===== src/rtl/ssm_pkg.sv =====
// Shared definitions for the snapshot-store write path: stream header tags,
// capture FSM state encoding and the width helper used for derived parameters.
package ssm_pkg;

    localparam logic [1:0] HDR_HEAD = 2'b01;
    localparam logic [1:0] HDR_MID  = 2'b11;
    localparam logic [1:0] HDR_TAIL = 2'b10;

    typedef enum logic [1:0] {
        IDLE_S  = 2'd0,
        WRITE_S = 2'd1,
        DROP_S  = 2'd2,
        CLEAR_S = 2'd3
    } ssm_state_e;

    function automatic int ssm_clog2(input int value);
        int r;
        r = 0;
        while ((1 << r) < value) begin
            r = r + 1;
        end
        return r;
    endfunction

endpackage


===== src/rtl/ssm_slot_alloc.sv =====
// Slot bookkeeping for the snapshot store: write slot pointer, committed-slot
// occupancy, the stop-mode full flag and the refused-head counter.
module ssm_slot_alloc #(
    parameter int SLOT_NUM = 16,
    parameter int SLOT_W   = 4,
    parameter int LEN_W    = 8
) (
    input  logic              clk,
    input  logic              rst,
    input  logic              clear,
    input  logic              cfg_wrap,
    input  logic              commit,
    input  logic              drop,
    output logic [SLOT_W-1:0] wr_slot,
    output logic [LEN_W-1:0]  slot_used,
    output logic              full,
    output logic              full_now,
    output logic [15:0]       drop_cnt
);

    localparam logic [LEN_W-1:0] USED_MAX = LEN_W'(SLOT_NUM);

    logic [SLOT_W-1:0] r_wr_slot;
    logic [LEN_W-1:0]  r_slot_used;
    logic              r_full;
    logic [15:0]       r_drop_cnt;
    logic [LEN_W-1:0]  w_used_n;

    assign w_used_n = (commit && (r_slot_used != USED_MAX)) ? r_slot_used + LEN_W'(1) : r_slot_used;
    // Head admission looks at the live mode so a cfg_wrap change applies to the very next head.
    assign full_now = !cfg_wrap && (r_slot_used == USED_MAX);

    always_ff @(posedge clk or posedge rst) begin
        if (rst) begin
            r_wr_slot   <= '0;
            r_slot_used <= '0;
            r_full      <= 1'b0;
            r_drop_cnt  <= '0;
        end else if (clear) begin
            r_wr_slot   <= '0;
            r_slot_used <= '0;
            r_full      <= 1'b0;
            r_drop_cnt  <= '0;
        end else begin
            if (commit) begin
                r_wr_slot <= r_wr_slot + SLOT_W'(1);
            end
            r_slot_used <= w_used_n;
            r_full      <= !cfg_wrap && (w_used_n == USED_MAX);
            if (drop && (r_drop_cnt != 16'hFFFF)) begin
                r_drop_cnt <= r_drop_cnt + 16'd1;
            end
        end
    end

    assign wr_slot   = r_wr_slot;
    assign slot_used = r_slot_used;
    assign full      = r_full;
    assign drop_cnt  = r_drop_cnt;

endmodule


===== src/rtl/ssm_wr_ring.sv =====
// Snapshot-store write side: captures stream packets into per-slot RAM regions,
// stamps one word with the local time and reports each completed slot.
module ssm_wr_ring
    import ssm_pkg::*;
#(
    parameter int DATA_W     = 134,
    parameter int TS_W       = 64,
    parameter int TS_WORD    = 5,
    parameter int SLOT_NUM   = 16,
    parameter int SLOT_DEPTH = 128,
    parameter int SLOT_W     = ssm_clog2(SLOT_NUM),
    parameter int LEN_W      = ssm_clog2(SLOT_DEPTH) + 1,
    parameter int ADDR_W     = SLOT_W + ssm_clog2(SLOT_DEPTH)
) (
    input  logic              clk,
    input  logic              rst,
    input  logic              clear,
    input  logic              cfg_wrap,
    input  logic [DATA_W-1:0] in_data,
    input  logic              in_data_wr,
    input  logic [TS_W-1:0]   lcm_time,
    output logic [ADDR_W-1:0] ram_addr,
    output logic [DATA_W-1:0] ram_wdata,
    output logic              ram_wr,
    output logic              commit_valid,
    output logic [SLOT_W-1:0] commit_slot,
    output logic [LEN_W-1:0]  commit_len,
    output logic              commit_trunc,
    output logic [LEN_W-1:0]  slot_used,
    output logic              full,
    output logic [15:0]       drop_cnt,
    output logic [15:0]       err_cnt
);

    localparam int               DEPTH_W   = ADDR_W - SLOT_W;
    localparam logic [LEN_W-1:0] DEPTH_LEN = LEN_W'(SLOT_DEPTH);
    localparam logic [LEN_W-1:0] TS_IDX    = LEN_W'(TS_WORD);

    ssm_state_e        r_state, w_state_n;
    logic [LEN_W-1:0]  r_cnt, w_cnt_n;
    logic              r_trunc, w_trunc_n;
    logic [ADDR_W-1:0] r_ram_addr, w_ram_addr_n;
    logic [DATA_W-1:0] r_ram_wdata, w_ram_wdata_n;
    logic              r_ram_wr;
    logic              r_commit_valid;
    logic [SLOT_W-1:0] r_commit_slot;
    logic [LEN_W-1:0]  r_commit_len;
    logic              r_commit_trunc;
    logic [15:0]       r_err_cnt;
    logic              w_err;
    logic              w_drop;
    logic              w_commit;
    logic              w_do_wr;
    logic [LEN_W-1:0]  w_idx;
    logic [1:0]        w_hdr;
    logic [SLOT_W-1:0] w_wr_slot;
    logic              w_full_now;

    function automatic logic [DATA_W-1:0] stamp_word(input logic [DATA_W-1:0] word,
                                                     input logic [TS_W-1:0]   ts);
        return {word[DATA_W-1:TS_W], ts};
    endfunction

    function automatic logic [15:0] sat_inc16(input logic [15:0] value);
        return (value == 16'hFFFF) ? value : value + 16'd1;
    endfunction

    ssm_slot_alloc #(
        .SLOT_NUM (SLOT_NUM),
        .SLOT_W   (SLOT_W),
        .LEN_W    (LEN_W)
    ) u_slot_alloc (
        .clk       (clk),
        .rst       (rst),
        .clear     (clear),
        .cfg_wrap  (cfg_wrap),
        .commit    (w_commit),
        .drop      (w_drop),
        .wr_slot   (w_wr_slot),
        .slot_used (slot_used),
        .full      (full),
        .full_now  (w_full_now),
        .drop_cnt  (drop_cnt)
    );

    always_comb begin
        w_state_n = r_state;
        w_cnt_n   = r_cnt;
        w_trunc_n = r_trunc;
        w_err     = 1'b0;
        w_drop    = 1'b0;
        w_commit  = 1'b0;
        w_do_wr   = 1'b0;
        w_idx     = r_cnt;
        w_hdr     = in_data[DATA_W-1 -: 2];
        case (r_state)
            IDLE_S: begin
                if (in_data_wr) begin
                    if (w_hdr == HDR_HEAD) begin
                        if (w_full_now) begin
                            w_drop    = 1'b1;
                            w_state_n = DROP_S;
                        end else begin
                            w_do_wr   = 1'b1;
                            w_idx     = '0;
                            w_cnt_n   = LEN_W'(1);
                            w_trunc_n = 1'b0;
                            w_state_n = WRITE_S;
                        end
                    end else begin
                        w_err = 1'b1;
                    end
                end
            end
            WRITE_S: begin
                if (in_data_wr) begin
                    if (w_hdr == HDR_HEAD) begin
                        // Unterminated packet: drop it and reuse the same slot base.
                        w_err     = 1'b1;
                        w_do_wr   = 1'b1;
                        w_idx     = '0;
                        w_cnt_n   = LEN_W'(1);
                        w_trunc_n = 1'b0;
                    end else if ((w_hdr == HDR_MID) || (w_hdr == HDR_TAIL)) begin
                        if (r_cnt < DEPTH_LEN) begin
                            w_do_wr = 1'b1;
                            w_cnt_n = r_cnt + LEN_W'(1);
                        end else begin
                            w_trunc_n = 1'b1;
                        end
                        if (w_hdr == HDR_TAIL) begin
                            w_commit  = 1'b1;
                            w_state_n = IDLE_S;
                        end
                    end else begin
                        w_err     = 1'b1;
                        w_state_n = IDLE_S;
                    end
                end
            end
            DROP_S: begin
                if (in_data_wr) begin
                    if (w_hdr == HDR_HEAD) begin
                        w_drop = 1'b1;
                    end else if (w_hdr == HDR_TAIL) begin
                        w_state_n = IDLE_S;
                    end
                end
            end
            default: begin
                w_state_n = IDLE_S;
            end
        endcase
        w_ram_addr_n  = w_do_wr ? {w_wr_slot, w_idx[DEPTH_W-1:0]} : r_ram_addr;
        w_ram_wdata_n = !w_do_wr ? r_ram_wdata :
                        (w_idx == TS_IDX) ? stamp_word(in_data, lcm_time) : in_data;
    end

    always_ff @(posedge clk or posedge rst) begin
        if (rst) begin
            r_state        <= IDLE_S;
            r_cnt          <= '0;
            r_trunc        <= 1'b0;
            r_ram_addr     <= '0;
            r_ram_wdata    <= '0;
            r_ram_wr       <= 1'b0;
            r_commit_valid <= 1'b0;
            r_commit_slot  <= '0;
            r_commit_len   <= '0;
            r_commit_trunc <= 1'b0;
            r_err_cnt      <= '0;
        end else if (clear) begin
            r_state        <= CLEAR_S;
            r_cnt          <= '0;
            r_trunc        <= 1'b0;
            r_ram_addr     <= '0;
            r_ram_wdata    <= '0;
            r_ram_wr       <= 1'b0;
            r_commit_valid <= 1'b0;
            r_commit_slot  <= '0;
            r_commit_len   <= '0;
            r_commit_trunc <= 1'b0;
            r_err_cnt      <= '0;
        end else begin
            r_state        <= w_state_n;
            r_cnt          <= w_cnt_n;
            r_trunc        <= w_trunc_n;
            r_ram_addr     <= w_ram_addr_n;
            r_ram_wdata    <= w_ram_wdata_n;
            r_ram_wr       <= w_do_wr;
            r_commit_valid <= w_commit;
            if (w_commit) begin
                r_commit_slot  <= w_wr_slot;
                r_commit_len   <= w_cnt_n;
                r_commit_trunc <= w_trunc_n;
            end
            if (w_err) begin
                r_err_cnt <= sat_inc16(r_err_cnt);
            end
        end
    end

    assign ram_addr     = r_ram_addr;
    assign ram_wdata    = r_ram_wdata;
    assign ram_wr       = r_ram_wr;
    assign commit_valid = r_commit_valid;
    assign commit_slot  = r_commit_slot;
    assign commit_len   = r_commit_len;
    assign commit_trunc = r_commit_trunc;
    assign err_cnt      = r_err_cnt;

endmodule


===== config.mk =====
export PLATFORM = sky130hd
export DESIGN_NAME = ssm_wr_ring
export DESIGN_NICKNAME = d
export VERILOG_FILES = /design/src/rtl/ssm_pkg.sv /design/src/rtl/ssm_slot_alloc.sv /design/src/rtl/ssm_wr_ring.sv
export SDC_FILE = /design/constraint.sdc
export NUM_CORES = 1
export LEC_CHECK = 0
export CAP_MARGIN = 10
export CORE_MARGIN = 5
export CORE_UTILIZATION = 44
export CTS_CLUSTER_SIZE = 30
export DETAILED_ROUTE_END_ITERATION = 6
export GPL_ROUTABILITY_DRIVEN = 0
export GPL_TIMING_DRIVEN = 0
export PLACE_DENSITY = 0.88
export SETUP_SLACK_MARGIN = 0.3
export SLEW_MARGIN = 20
export SYNTH_ARGS = -nofsm -noshare
export SYNTH_HDL_FRONTEND = slang
export SYNTH_SLANG_ARGS = --single-unit

===== constraint.sdc =====
create_clock -name clk -period 9.4 [get_ports clk]
set_input_delay 1.88 -clock clk [delete_from_list [all_inputs] [get_ports clk]]
set_output_delay 1.88 -clock clk [all_outputs]
set_load 0.05 [all_outputs]

; ---- After elaboration in Yosys (flattened, before gate mapping)
; Index checks and enable logic that the tools add are counted.
[op_classes]
add_sub_neg = 5
n_lt_le_gt_ge = 1
n_eq_ne = 18
n_mux = 83
n_reduce_logical = 13
[op_table]
columns = cell, count
row1 = two-way mux 134 bit, 2
row2 = two-way mux 8 bit, 17
row3 = two-way mux 16 bit, 5
row4 = two-way mux 64 bit, 1
row5 = two-way mux 1 bit, 35
row6 = "adder 16 x 1 -> 16 bit, second input constant", 2
row7 = case mux 8 bit (2 select lines), 2
row8 = two-way mux 11 bit, 2
row9 = two-way mux 2 bit, 10
row10 = "!= test 3 bit, second input constant", 6
row11 = "adder 8 x 1 -> 8 bit, second input constant", 2
row12 = "== test 16 bit, second input constant", 1
row13 = "== test 8 x 5 -> 1 bit, second input constant", 2
row14 = two-way mux 4 bit, 4
row15 = "!= test 16 bit, second input constant", 1
row16 = "== test 8 x 3 -> 1 bit, second input constant", 1
row17 = "< comparator 8 bit, second input constant", 1
row18 = "!= test 8 x 5 -> 1 bit, second input constant", 1
row19 = case mux 1 bit (2 select lines), 4
row20 = nonzero test 2 bit, 4
row21 = "== test 2 bit, second input constant", 3
row22 = case mux 2 bit (3 select lines), 1
row23 = AND reduction 6 bit, 1
row24 = "adder 4 x 1 -> 4 bit, second input constant", 1
row25 = other kinds (7), 11
[totals]
register_bits = 216
inputBits = 203

; ---- Depth between registers and ports, before layout
; Gate-level depths: netlist of run 1.
[logic_depth]
depth_word = 11
depth_mapped = 9
mapped_depth_nobuf = 7

; ---- By module
; Synthesis of run 1 repeated with hierarchy kept, for this count alone.
[unflattened]
cells_unflattened = 1122
hier_area_um2 = 10282.4
[modules_own_cells]
columns = module, instances, cells_per_inst, area_per_inst_um2
row1 = ssm_wr_ring, 1, 951, 8650.8
row2 = ssm_slot_alloc, 1, 171, 1631.6

; ---- Worst setup path before layout of run 1
; No wires, ideal clock.
[synth_path]
path_type = input -> register
from = in in_data[133]
to = reg r_err_cnt[13] (netlist: err_cnt[13])
setup_time_ns = 0.125
arrival_time_ns = 3.199
required_time_ns = 9.275
slack_ns = 6.077
stages = 7
n_path_buf = 2
cell_sequence = buf_2 nand2b_1 o211a_1 buf_2 nand2_1 nor4b_1 mux2_2
[synth_via]
elab_chain_cells = 8
elab_cells_between_ends = 12
[synth_rtl]
columns = item, line
row1 = start: declaration, ssm_wr_ring.sv:19  ; input logic [DATA_W-1:0] in_data,
row2 = == test 2 bit, ssm_wr_ring.sv:124  ; end else if ((w_hdr == HDR_MID) || (w_hdr == HDR_TAIL)) begin
row3 = logical OR 1 bit, ssm_wr_ring.sv:124
row4 = two-way mux 1 bit, ssm_wr_ring.sv:124
row5 = two-way mux 1 bit, ssm_wr_ring.sv:117  ; if (w_hdr == HDR_HEAD) begin
row6 = two-way mux 1 bit, ssm_wr_ring.sv:116  ; if (in_data_wr) begin
row7 = case mux 1 bit (2 select lines) (*), ssm_wr_ring.sv:96  ; case (r_state)
row8 = nonzero test 2 bit (no source line) (*), -
row9 = AND reduction 2 bit (no source line) (*), -
row10 = end signal: assignment, ssm_wr_ring.sv:198  ; r_err_cnt <= sat_inc16(r_err_cnt);
row11 = end: declaration, ssm_wr_ring.sv:49  ; logic [15:0] r_err_cnt;
; Mark *: on every way between the ends. The rest lies on a longest branch, timed or not.
; A chain may end at the register's enable or synchronous reset.

; ---- Worst setup path in the final report of run 1
[layout_path]
from = in in_data[132]
to = reg r_ram_wdata[11] (netlist: ram_wdata[11])
[layout_via]
elab_chain_cells = 8
elab_cells_between_ends = 20
[layout_rtl]
columns = item, line
row1 = == test 2 x 1 -> 1 bit, "ssm_wr_ring.sv:99, ssm_wr_ring.sv:117"
row2 = two-way mux 8 bit (on tied branches), "ssm_wr_ring.sv:117, ssm_wr_ring.sv:99"
row3 = two-way mux 8 bit (on tied branches), "ssm_wr_ring.sv:116, ssm_wr_ring.sv:98"
row4 = case mux 8 bit (2 select lines), ssm_wr_ring.sv:96
row5 = == test 8 x 3 -> 1 bit, ssm_wr_ring.sv:156  ; (w_idx == TS_IDX) ? stamp_word(in_data, lcm_time) : in_data;
row6 = two-way mux 64 bit, ssm_wr_ring.sv:156
row7 = two-way mux 134 bit, ssm_wr_ring.sv:155  ; w_ram_wdata_n = !w_do_wr ? r_ram_wdata :
row8 = two-way mux 134 bit, ssm_wr_ring.sv:172  ; end else if (clear) begin
row9 = end signal: assignment, ssm_wr_ring.sv:189  ; r_ram_wdata <= w_ram_wdata_n;
row10 = end: declaration, ssm_wr_ring.sv:43  ; logic [DATA_W-1:0] r_ram_wdata, w_ram_wdata_n;
; Several ways; a longest one is shown, not always the timed one. The select of a mux whose other input is x is not followed.

==> results.md, run 1 <==
- Outcome: finished clean
- GR met2 Demand/Resource: 0.469
- Crit path launch: in_data[132]
- Initial DRC count: 867
- Layout cell share with drive strength beyond 1: 0.0601
- Hold buffers post-CTS: 0
- Most common cell after layout, fill and taps aside: clkdlybuf4s50_1
- Post-cts resize count: 0
- CP Max Fanout: 10
- Die area: around 0.026 mm²
- Worst-path cell chain: clkdlybuf4s50_1 > clkbuf_1 > o211a_1 > o21a_1 > buf_2 > clkbuf_1 > o21ai_0 > a21oi_1
- Met1 usage: 0.309
- Vias: 9,977
- Dpl hpwl: roughly 27,000 µm
- Gr ovfl total: 0
- Vias in the first global route: slightly above 10,000
- Crit path largest cell delay: about 550 ps
- Sequential fraction of the synthesis area: 0.534
- Number of flops mapped to enable cells by yosys: 0
- Area growth, synth to finish: 52.1%
- Final cycle utilization of the critical path: 0.448
- Crit path capture type: flip-flop
- ANT nets after route: 0
- Mapped Nets: ~1,300
- Final hold violations: 0
- Flops & latches, synth: around 220
- Clock Latency Late Sink: roughly 520 ps
- PortBufs: 402
- Hold_sp: r_trunc
- Die X: between 150 and 200 µm
- P_leak: around 0.0062 µW
- DR WL/cell: approximately 20 µm
- FF+latch area: 0.00541 mm²
- Root Driver: clkbuf_16
- Commonest non-fill, non-tap cells in the layout: clkdlybuf4s50_1, dfrtp_1, nand2_1
- Global-route wire length before repair: ~55,000 µm
- RSZ-0062 raised after global routing: no
- Hold WC Path Type: flip-flop to flip-flop
- Setup-failing EPs final: 0
- Largest net degree at the start of global routing: 106
- H-tree levels: 1
- Clock sinks: around 220
- Critical path type: primary input to flip-flop
- Pins Over Slew Limit: 0
- Worst Skew: 12.6 ps
- Nets: 1,690
- CP bufs+invs: 4
- WP data required: roughly 10000 ps
- Synth Instances: approximately 1,100
- Vias per inst: 5.60
- Worst setup SP type: primary input
- Syn avg cell area: approximately 9.6 µm²
- CTS Buf Count: 24
- Drt pass-1 iters: 5
- Fmax: approximately 240 MHz
- Reg2reg start: u_slot_alloc.slot_used[0]
- Busiest grt layer: met2
- Max Root-Sink Buffers: 3
- Max_slew headroom: 0.503
- IO Pins: approximately 400
- Die Y: approximately 160 µm
- Fin crit period: around 4200 ps
- Worst VDD drop: between 0.1 and 0.15 mV
- Power Dens Cells: between 150 and 200 mW/mm²
- Routing usage on met3: 0.0523
- Mapped Area: roughly 0.010 mm²
- GRT Total Usage: 0.263
- Site Rows: between 50 and 60
- Crit-path slowest cell: clkdlybuf4s50_1
- Fill cells: about 1,700
- CTS tree: yes
- Post-synthesis async set-or-reset flop share: 1.00
- Slew @ Worst Pin: approximately 740 ps
- Total of max-cap violations: 0
- Area of the multi-input gates: approximately 0.0043 mm²
- Clk slew on worst S/H paths: 70 ps
- CORE AREA: about 0.023 mm²
- Top delay family on crit path: buffers and inverters
- Antenna cell count: 0
- Synth Flop Type: dfrtp_1
- Most used cell, CP: clkbuf_1
- Synth cell types: around 70
- Initial antenna violation count: 0
- Initial Util: 0.447
- DRC violations left: 0
- Final TNS setup: 0 ps
- Final wirelength: about 36,000 µm
- Placement Cell Area: approximately 0.015 mm²
- Postcts setup bufs: 0
- Post-route cell area: 0.0154 mm²
- Warning count from the yosys run: 0
- Worst Path Arrival: approximately 4600 ps
-- cell type report --
class / count / area share
well taps: 285 / 0.0231
inverters: 11 / 0.00317
clock buffers: 37 / 0.0487
plain buffers: 74 / 0.0225
flip-flops and latches: 216 / 0.351
repair buffers: 404 / 0.265
multi-input cells: 750 / 0.281
clock inverters: 6 / 0.00560
-- stage by stage --
| stage | power (µW) | hold slack, ps | worst slack, ps | cells | util |
|---|---|---|---|---|---|
| after floorplan | 1170 | 470 | 1610 | 1051 | - |
| after global placement | 1350 | 466 | -1150 | 1738 | 0.641 |
| after detailed placement | 1360 | 486 | 4710 | 1740 | 0.644 |
| after CTS | 2350 | 500 | 5190 | 1783 | 0.681 |
| after global routing | 2410 | 525 | 5040 | 1783 | 0.681 |
| final | 2330 | 507 | 5190 | 1783 | 0.681 |
-- routing by layer --
metal	part of all wire	up-vias
li1	-	4578
met5	0	-
met2	0.51	487
met4	0.051	0
met3	0.070	103
met1	0.37	4809
-- flip-flops by register name, summed over array words and instances, names as in the netlist, 2 cells and up --
name / cells
err_cnt: 16
ram_wdata: 134
commit_len: 8
u_slot_alloc.slot_used: 8
ram_addr: 11
u_slot_alloc.wr_slot: 4
r_cnt: 8
r_state: 2
u_slot_alloc.drop_cnt: 16
commit_slot: 4
-- report_power, final --
part | switching, µW | internal (µW) | total, µW
clock | 386 | 604 | 990
combinational | 219 | 151 | 370
sequential | 17.4 | 957 | 974
-- kinds of logic (layout without fill, tap and decap cells) --
| family | after synthesis | in the layout | synth area share |
|---|---|---|---|
| simple gates | 343 | 343 | 0.163 |
| xor+xnor | 21 | 21 | 0.0182 |
| mux | 69 | 69 | 0.0684 |
| compound gates | 311 | 311 | 0.171 |
| flops | 216 | 216 | 0.534 |
| buf+inv | 85 | 532 | 0.0383 |
| fa+ha+maj | 6 | 6 | 0.00741 |
-- cell usage after synthesis (11+ instances only) --
cell type | instances | area [µm²]
mux2i_1 | 67 | 671
nand3_1 | 15 | 75.1
buf_2 | 22 | 110
o21ai_0 | 81 | 405
inv_1 | 11 | 41.3
xor2_1 | 15 | 131
nand4_1 | 15 | 93.8
nor2_1 | 48 | 180
nand2_1 | 189 | 709
a21oi_1 | 170 | 851
dfrtp_1 | 216 | 5410
clkbuf_1 | 43 | 161
-- worst paths after layout --
check,to,slack [ps],cells past startpoint
max,ram_wdata[11],5190,8
min reg2reg,r_trunc,510,1
min in group asynchronous,ram_wdata[9],1680,2
min,r_trunc,510,1
max reg2reg,ram_wdata[11],6410,9
max in group asynchronous,ram_wdata[69],7000,3
(Power assumes the default switching activity.)
==> inputs of run 2 (changes only) <==
- CORE_UTILIZATION: 44 -> 40
- PLACE_DENSITY: 0.88 -> 0.85
- clock period: 9.4 -> 3.4 ns (I/O delays scaled with it)
==> run 2 against run 1 <==
Register-to-register slack lost 5900 ps. Global-route usage is 1.8 points lower. Cell count grew 2.9%. Power rose to 2.7 times the previous value. Clock power grew to 2.7 times the previous value. Non-clock buffer count up 5. Via count is essentially flat. First-iteration DRC count down 11%. Clock-buffer cell count is 4 lower. Cell area up 0.82%. Critical endpoint is now ram_wdata[16].
==> results.md, run 2 (same netlist as run 1, synthesis figures left out) <==
- Worst setup SP type: flip-flop
- Pins Over Slew Limit: 0 (unchanged)
- P_leak: 0.00627 µW (+0.57%)
- R2R cell count: 9 (unchanged)
- CORE AREA: 0.0250 mm² (+11%)
- CP Max Fanout: 10 (unchanged)
- Hold EP: commit_len[2]
- Outcome: finished clean
- Global-route wire length before repair: 56,100 µm (+1.8%)
- Initial Util: 0.405 (-0.0428)
- Initial antenna violation count: 1 (+1)
- Worst Skew: 13.7 ps (+1.11 ps)
- Postcts setup bufs: 0 (unchanged)
- Layout cell share with drive strength beyond 1: 0.0665 (+0.00641)
- WP data required: 3810 ps (-6020 ps)
- DR WL/cell: 20.1 µm (-0.66%)
- Crit-path slowest cell: dfrtp_1
- Site Rows: 58 (+5.5%)
- Most common cell after layout, fill and taps aside: clkdlybuf4s50_1
- ANT nets after route: 0 (unchanged)
- Crit path largest cell delay: 490 ps (-60 ps)
- Clock Latency Late Sink: 510 ps (about the same)
- Worst VDD drop: 0.242 mV (+130%)
- Final wirelength: 36,800 µm (+2.2%)
- Worst Path Arrival: 3320 ps (-1320 ps)
- Worst-path cell chain: inv_1 > ha_1 > and4bb_1 > a21oi_1 > o21a_1 > clkbuf_4 > clkbuf_1 > o21ai_0 > a21oi_1
- IO Pins: 404 (unchanged)
- Drt pass-1 iters: 5 (unchanged)
- Power Dens Cells: 410 mW/mm² (+170%)
- Total of max-cap violations: 0 (unchanged)
- Max_slew headroom: 0.468 (-0.0356)
- Total Power: 6370 µW (+170%)
- Setup WS pre-CTS: -124 ps (-4830 ps)
- PortBufs: 402 (unchanged)
- Final cycle utilization of the critical path: 0.856
- Initial DRC count: 770 (-11%)
- Largest net degree at the start of global routing: 35 (-67%)
- Max Root-Sink Buffers: 3 (unchanged)
- Setup ws final: 488 ps (-4700 ps)
- Fin crit period: 2910 ps
- Root Driver: clkbuf_16
- Dpl hpwl: 28,500 µm (+6.4%)
- Critical path type: flip-flop to flip-flop
- RSZ-0062 raised after global routing: no
- Most used cell, CP: a21oi_1
- Hold path depth: 2 (+1)
- GRT Total Usage: 0.245 (-0.0183)
- Fmax: about 340 MHz
- CTS Buf Count: 24 (unchanged)
- Vias per inst: 5.44 (-2.8%)
- Clock sinks: 216 (unchanged)
- Hold_sp: commit_len[2]
- Vias in the first global route: 10,103 (-0.22%)
- Setup-failing EPs final: 0 (unchanged)
- CTS tree: yes
- Commonest non-fill, non-tap cells in the layout: clkdlybuf4s50_1, dfrtp_1, nand2_1
- Die area: 0.0286 mm² (+9.4%)
- Antenna cell count: 0 (unchanged)
- Clk slew on worst S/H paths: 60 ps (about the same)
- Hold WC Path Type: flip-flop to flip-flop
- FF-to-FF End: ram_wdata[16]
- Final hold violations: 0 (unchanged)
- Area growth, synth to finish: 53.4%
- Slew @ Worst Pin: 798 ps (+53.4 ps)
- Flop-to-flop setup slack: 490 ps (-5920 ps)
- Nets: 1,695 (+0.30%)
- Die Y: 169 µm (+4.6%)
- Crit path capture type: flip-flop
- Reg2reg start: u_slot_alloc.slot_used[0]
- Max FFs per register: 134 (unchanged)
- Gr ovfl total: 0 (unchanged)
- Vias: 9,978 (+0.010%)
- H-tree levels: 1 (unchanged)
- Die X: 169 µm (+4.6%)
- DRC violations left: 0 (unchanged)
run 2: changes by cell type in the layout (fill, tap and decap cells not counted):
cell,before,now
buf_12,0,6
buf_16,2,1
buf_2,22,21
bufinv_16,2,1
clkbuf_1,47,43
clkbuf_2,0,1
clkbuf_4,0,1
clkbuf_8,8,7
clkinv_2,3,8
clkinvlp_4,0,2
inv_8,2,1
run 2: worst max-delay path by stage:
stage                               from            end  cells after the start
3_3_place_gp                         rst  ram_wdata[88]                      2
6_report       u_slot_alloc.slot_used[0]  ram_wdata[16]                      9
5_1_grt        u_slot_alloc.slot_used[0]  ram_wdata[16]                      9
3_5_place_dp                in_data[132]   ram_wdata[2]                      8
2_1_floorplan                        rst  commit_len[0]                      1
4_1_cts                     in_data[132]   ram_wdata[3]                      8
run 2: per-layer routing:
layer	routed length (µm)	track usage	part of all wire	up-vias
met5	0	0	0	-
met4	1710	0.102	0.046	0
met1	13600	0.290	0.37	4827
li1	-	-	-	4576
met2	18900	0.434	0.51	483
met3	2640	0.0496	0.072	92
run 2: repair_timing:
item / 4_1_cts / 5_1_grt
hold buffers: 0 / 0
setup endpoints to repair: 0 / 10
gates resized for setup: 0 / 3
run 2: area by class of cell:
type	count	area, µm²
plain buffers	74	350
clock buffers	33	726
clock inverters	11	88.8
fillers	2070	9500
inverters	11	45.0
multi-input cells	750	4340
flip-flops and latches	216	5410
well taps	330	413
repair buffers	409	4170
run 2: stage by stage:
stage / instance area [µm²] / setup TNS, ps / hold slack (ps) / utilization / cells
floorplan: 10100 / -19900 / 470 / - / 1051
global placement: 14600 / -370300 / 468 / 0.582 / 1783
detailed placement: 14700 / -404 / 477 / 0.588 / 1790
CTS: 15500 / 0 / 494 / 0.620 / 1834
global route: 15500 / 0 / 511 / 0.621 / 1834
finish: 15500 / 0 / 497 / 0.621 / 1834
run 2: critical path: cells and delay by family (launching register included):
family | cells | cell delay, ps
AO/OA/AOI/OAI | 4 | 1000
buffers and inverters | 3 | 780
flip-flops | 1 | 490
adder cells (fa/ha/maj) | 1 | 250
AND/OR/NAND/NOR | 1 | 270
run 2: power by group:
group | switching, µW | internal, µW | total, µW
Sequential | 48.2 | 2650 | 2690
Clock | 1070 | 1570 | 2640
Combinational | 611 | 428 | 1040
Total | 1730 | 4640 | 6370
==> inputs of run 3 (changes only) <==
- CORE_ASPECT_RATIO: unset -> 0.9
==> run 3 against run 2 <==
Global-route usage about the same. Non-clock buffer count unchanged. Setup slack better by 88 ps. Cell area up 0.67%. Critical path depth down 1. Largest cell class unchanged.
==> results.md, run 3 (same netlist as run 1, synthesis figures left out) <==
- Outcome: finished clean
- Most common cell after layout, fill and taps aside: clkdlybuf4s50_1
- Pins Over Slew Limit: 0 (unchanged)
- CORE AREA: 0.0250 mm² (about the same)
- Vias in the first global route: 10,125 (+0.22%)
- CP Max Fanout: 10 (unchanged)
- Worst VDD drop: 0.299 mV (+24%)
- Antenna cell count: 0 (unchanged)
- Root Driver: clkbuf_16
- Slew @ Worst Pin: 837 ps (+38.8 ps)
- Hold path depth: 1 (-1)
- Clock Power Share: 0.440 (+0.026)
- Die Y: 161 µm (-4.8%)
- Fin crit period: 2820 ps (-88.5 ps)
- DR WL/cell: 19.8 µm (-1.5%)
- Fmax: 354 MHz (+3.1%)
- Dpl hpwl: 27,800 µm (-2.4%)
- Setup ws final: 577 ps (+88.5 ps)
- Final TNS setup: 0 ps (unchanged)
- Die area: 0.0286 mm² (about the same)
- ANT nets after route: 0 (unchanged)
- Worst setup SP type: flip-flop
- Initial antenna violation count: 1 (unchanged)
- Layout cell share with drive strength beyond 1: 0.0671 (+0.000576)
- Final wirelength: 36,500 µm (-0.78%)
- RSZ-0062 raised after global routing: no
- Power Dens Cells: 426 mW/mm² (+3.9%)
- H-tree levels: 1 (unchanged)
- Crit path capture type: flip-flop
- Switch Pwr: 1750 µW (+1.3%)
- Hold WS: 498 ps (+0.615 ps)
- Final hold violations: 0 (unchanged)
- Postcts setup bufs: 0 (unchanged)
- Hold buffers post-CTS: 0 (unchanged)
- PortBufs: 402 (unchanged)
- Setup WS pre-CTS: -37.7 ps (+85.9 ps)
- Initial DRC count: 815 (+5.8%)
- CTS Buf Count: 25 (+4.2%)
- Reg2reg start: u_slot_alloc.slot_used[0]
- Flop-to-flop setup slack: 580 ps (+90 ps)
- Max_slew headroom: 0.442 (-0.0258)
- Area growth, synth to finish: 54.4%
- Post-cts resize count: 0 (unchanged)
- Site Rows: 55 (-5.2%)
- Hold EP: r_trunc
- Clk slew on worst S/H paths: 60 ps (about the same)
- Total of max-cap violations: 0 (unchanged)
- Worst Path Arrival: 3200 ps (-120 ps)
- GRT Total Usage: 0.245 (about the same)
- WP data required: 3770 ps (-40 ps)
- FF-to-FF End: ram_wdata[52]
- Hold_sp: r_trunc
- Die X: 178 µm (+5.1%)
- Gr ovfl total: 0 (unchanged)
- IO Pins: 404 (unchanged)
- Commonest non-fill, non-tap cells in the layout: clkdlybuf4s50_1, dfrtp_1, nand2_1
- Largest net degree at the start of global routing: 35 (unchanged)
- Clock Latency Late Sink: 530 ps (+20 ps)
- Clock sinks: 216 (unchanged)
- Worst Skew: 18.5 ps (+4.79 ps)
- Vias per inst: 5.41 (-0.53%)
- R2R cell count: 8 (-1)
- Drt pass-1 iters: 5 (unchanged)
- DRC violations left: 0 (unchanged)
- Fill cells: 2,030 (-1.9%)
- Nets: 1,696 (+0.059%)
- Logic pwr share: 0.156 (-0.007)
- Vias: 10,001 (+0.23%)
- Internal Power: 4910 µW (+5.8%)
- Final cycle utilization of the critical path: 0.830 (-0.0260)
- Max FFs per register: 134 (unchanged)
- Sw Share: 0.263 (-0.00855)
- Reg power frac: 0.404 (-0.019)
- Hold WC Path Type: flip-flop to flip-flop
- Setup-failing EPs final: 0 (unchanged)
- Global-route wire length before repair: 56,000 µm (-0.20%)
- Total Power: 6660 µW (+4.6%)
- Max Root-Sink Buffers: 3 (unchanged)
- Initial Util: 0.404 (about the same)
- Critical path type: flip-flop to flip-flop
- P_leak: 0.00630 µW (+0.52%)
- CTS tree: yes
[run 3: changes by cell type in the layout (fill, tap and decap cells not counted), sizes merged]
cell	delta
buf	+1
clkinvlp	+1
clkinv	-3
bufinv	+4
clkbuf	-1
[run 3: worst max path at each step]
stage                              startpoint             end  slack (ps)  cells after the start
floorplan                                 rst   commit_len[0]         -90                      1
global placement                          rst  ram_wdata[110]       -1780                      2
detailed placement               in_data[132]   ram_wdata[59]         -40                      7
CTS                              in_data[132]   ram_wdata[18]         460                      8
global route        u_slot_alloc.slot_used[0]   ram_wdata[30]         330                      9
finish              u_slot_alloc.slot_used[0]   ram_wdata[52]         580                      8
[run 3: per-stage QoR]
step,instance area (µm²),utilization,instances
6_report,15600,0.624,1848
3_5_place_dp,14700,0.588,1802
3_3_place_gp,14600,0.582,1795
4_1_cts,15600,0.624,1848
5_1_grt,15600,0.624,1848
2_1_floorplan,10100,-,1051
[run 3: critical path: stages (launching register included)]
cell	delay [ps]
dfrtp_1	460
inv_1	120
ha_1	250
and4bb_1	280
a21oi_1	370
o21a_2	300
buf_2	340
clkbuf_1	430
a21oi_1	130
[run 3: final cells by class]
type                       instances  area, µm²  area share
sequential                       216       5410       0.346
multi-input combinational        750       4340       0.277
timing repair buffer             409       4170       0.267
clock buffer                      33        706      0.0451
tap                              342        428      0.0274
buffer                            74        348      0.0222
clock inverter                    13        199      0.0127
inverter                          11       45.0     0.00288
[run 3: power groups by stage]
stage	combinational (µW)	sequential, µW	clock [µW]
floorplan	249	2990	0
global placement	1010	2740	0
detailed placement	1040	2740	0
CTS	1050	2690	2980
global route	1100	2700	3110
finish	1040	2690	2930
[run 3: layer usage]
layer,track usage,share of wire,vias up
met3,0.0456,0.075,83
met2,0.440,0.51,474
met4,0.0910,0.044,2
li1,-,-,4587
met5,0,0.00036,-
met1,0.291,0.37,4855
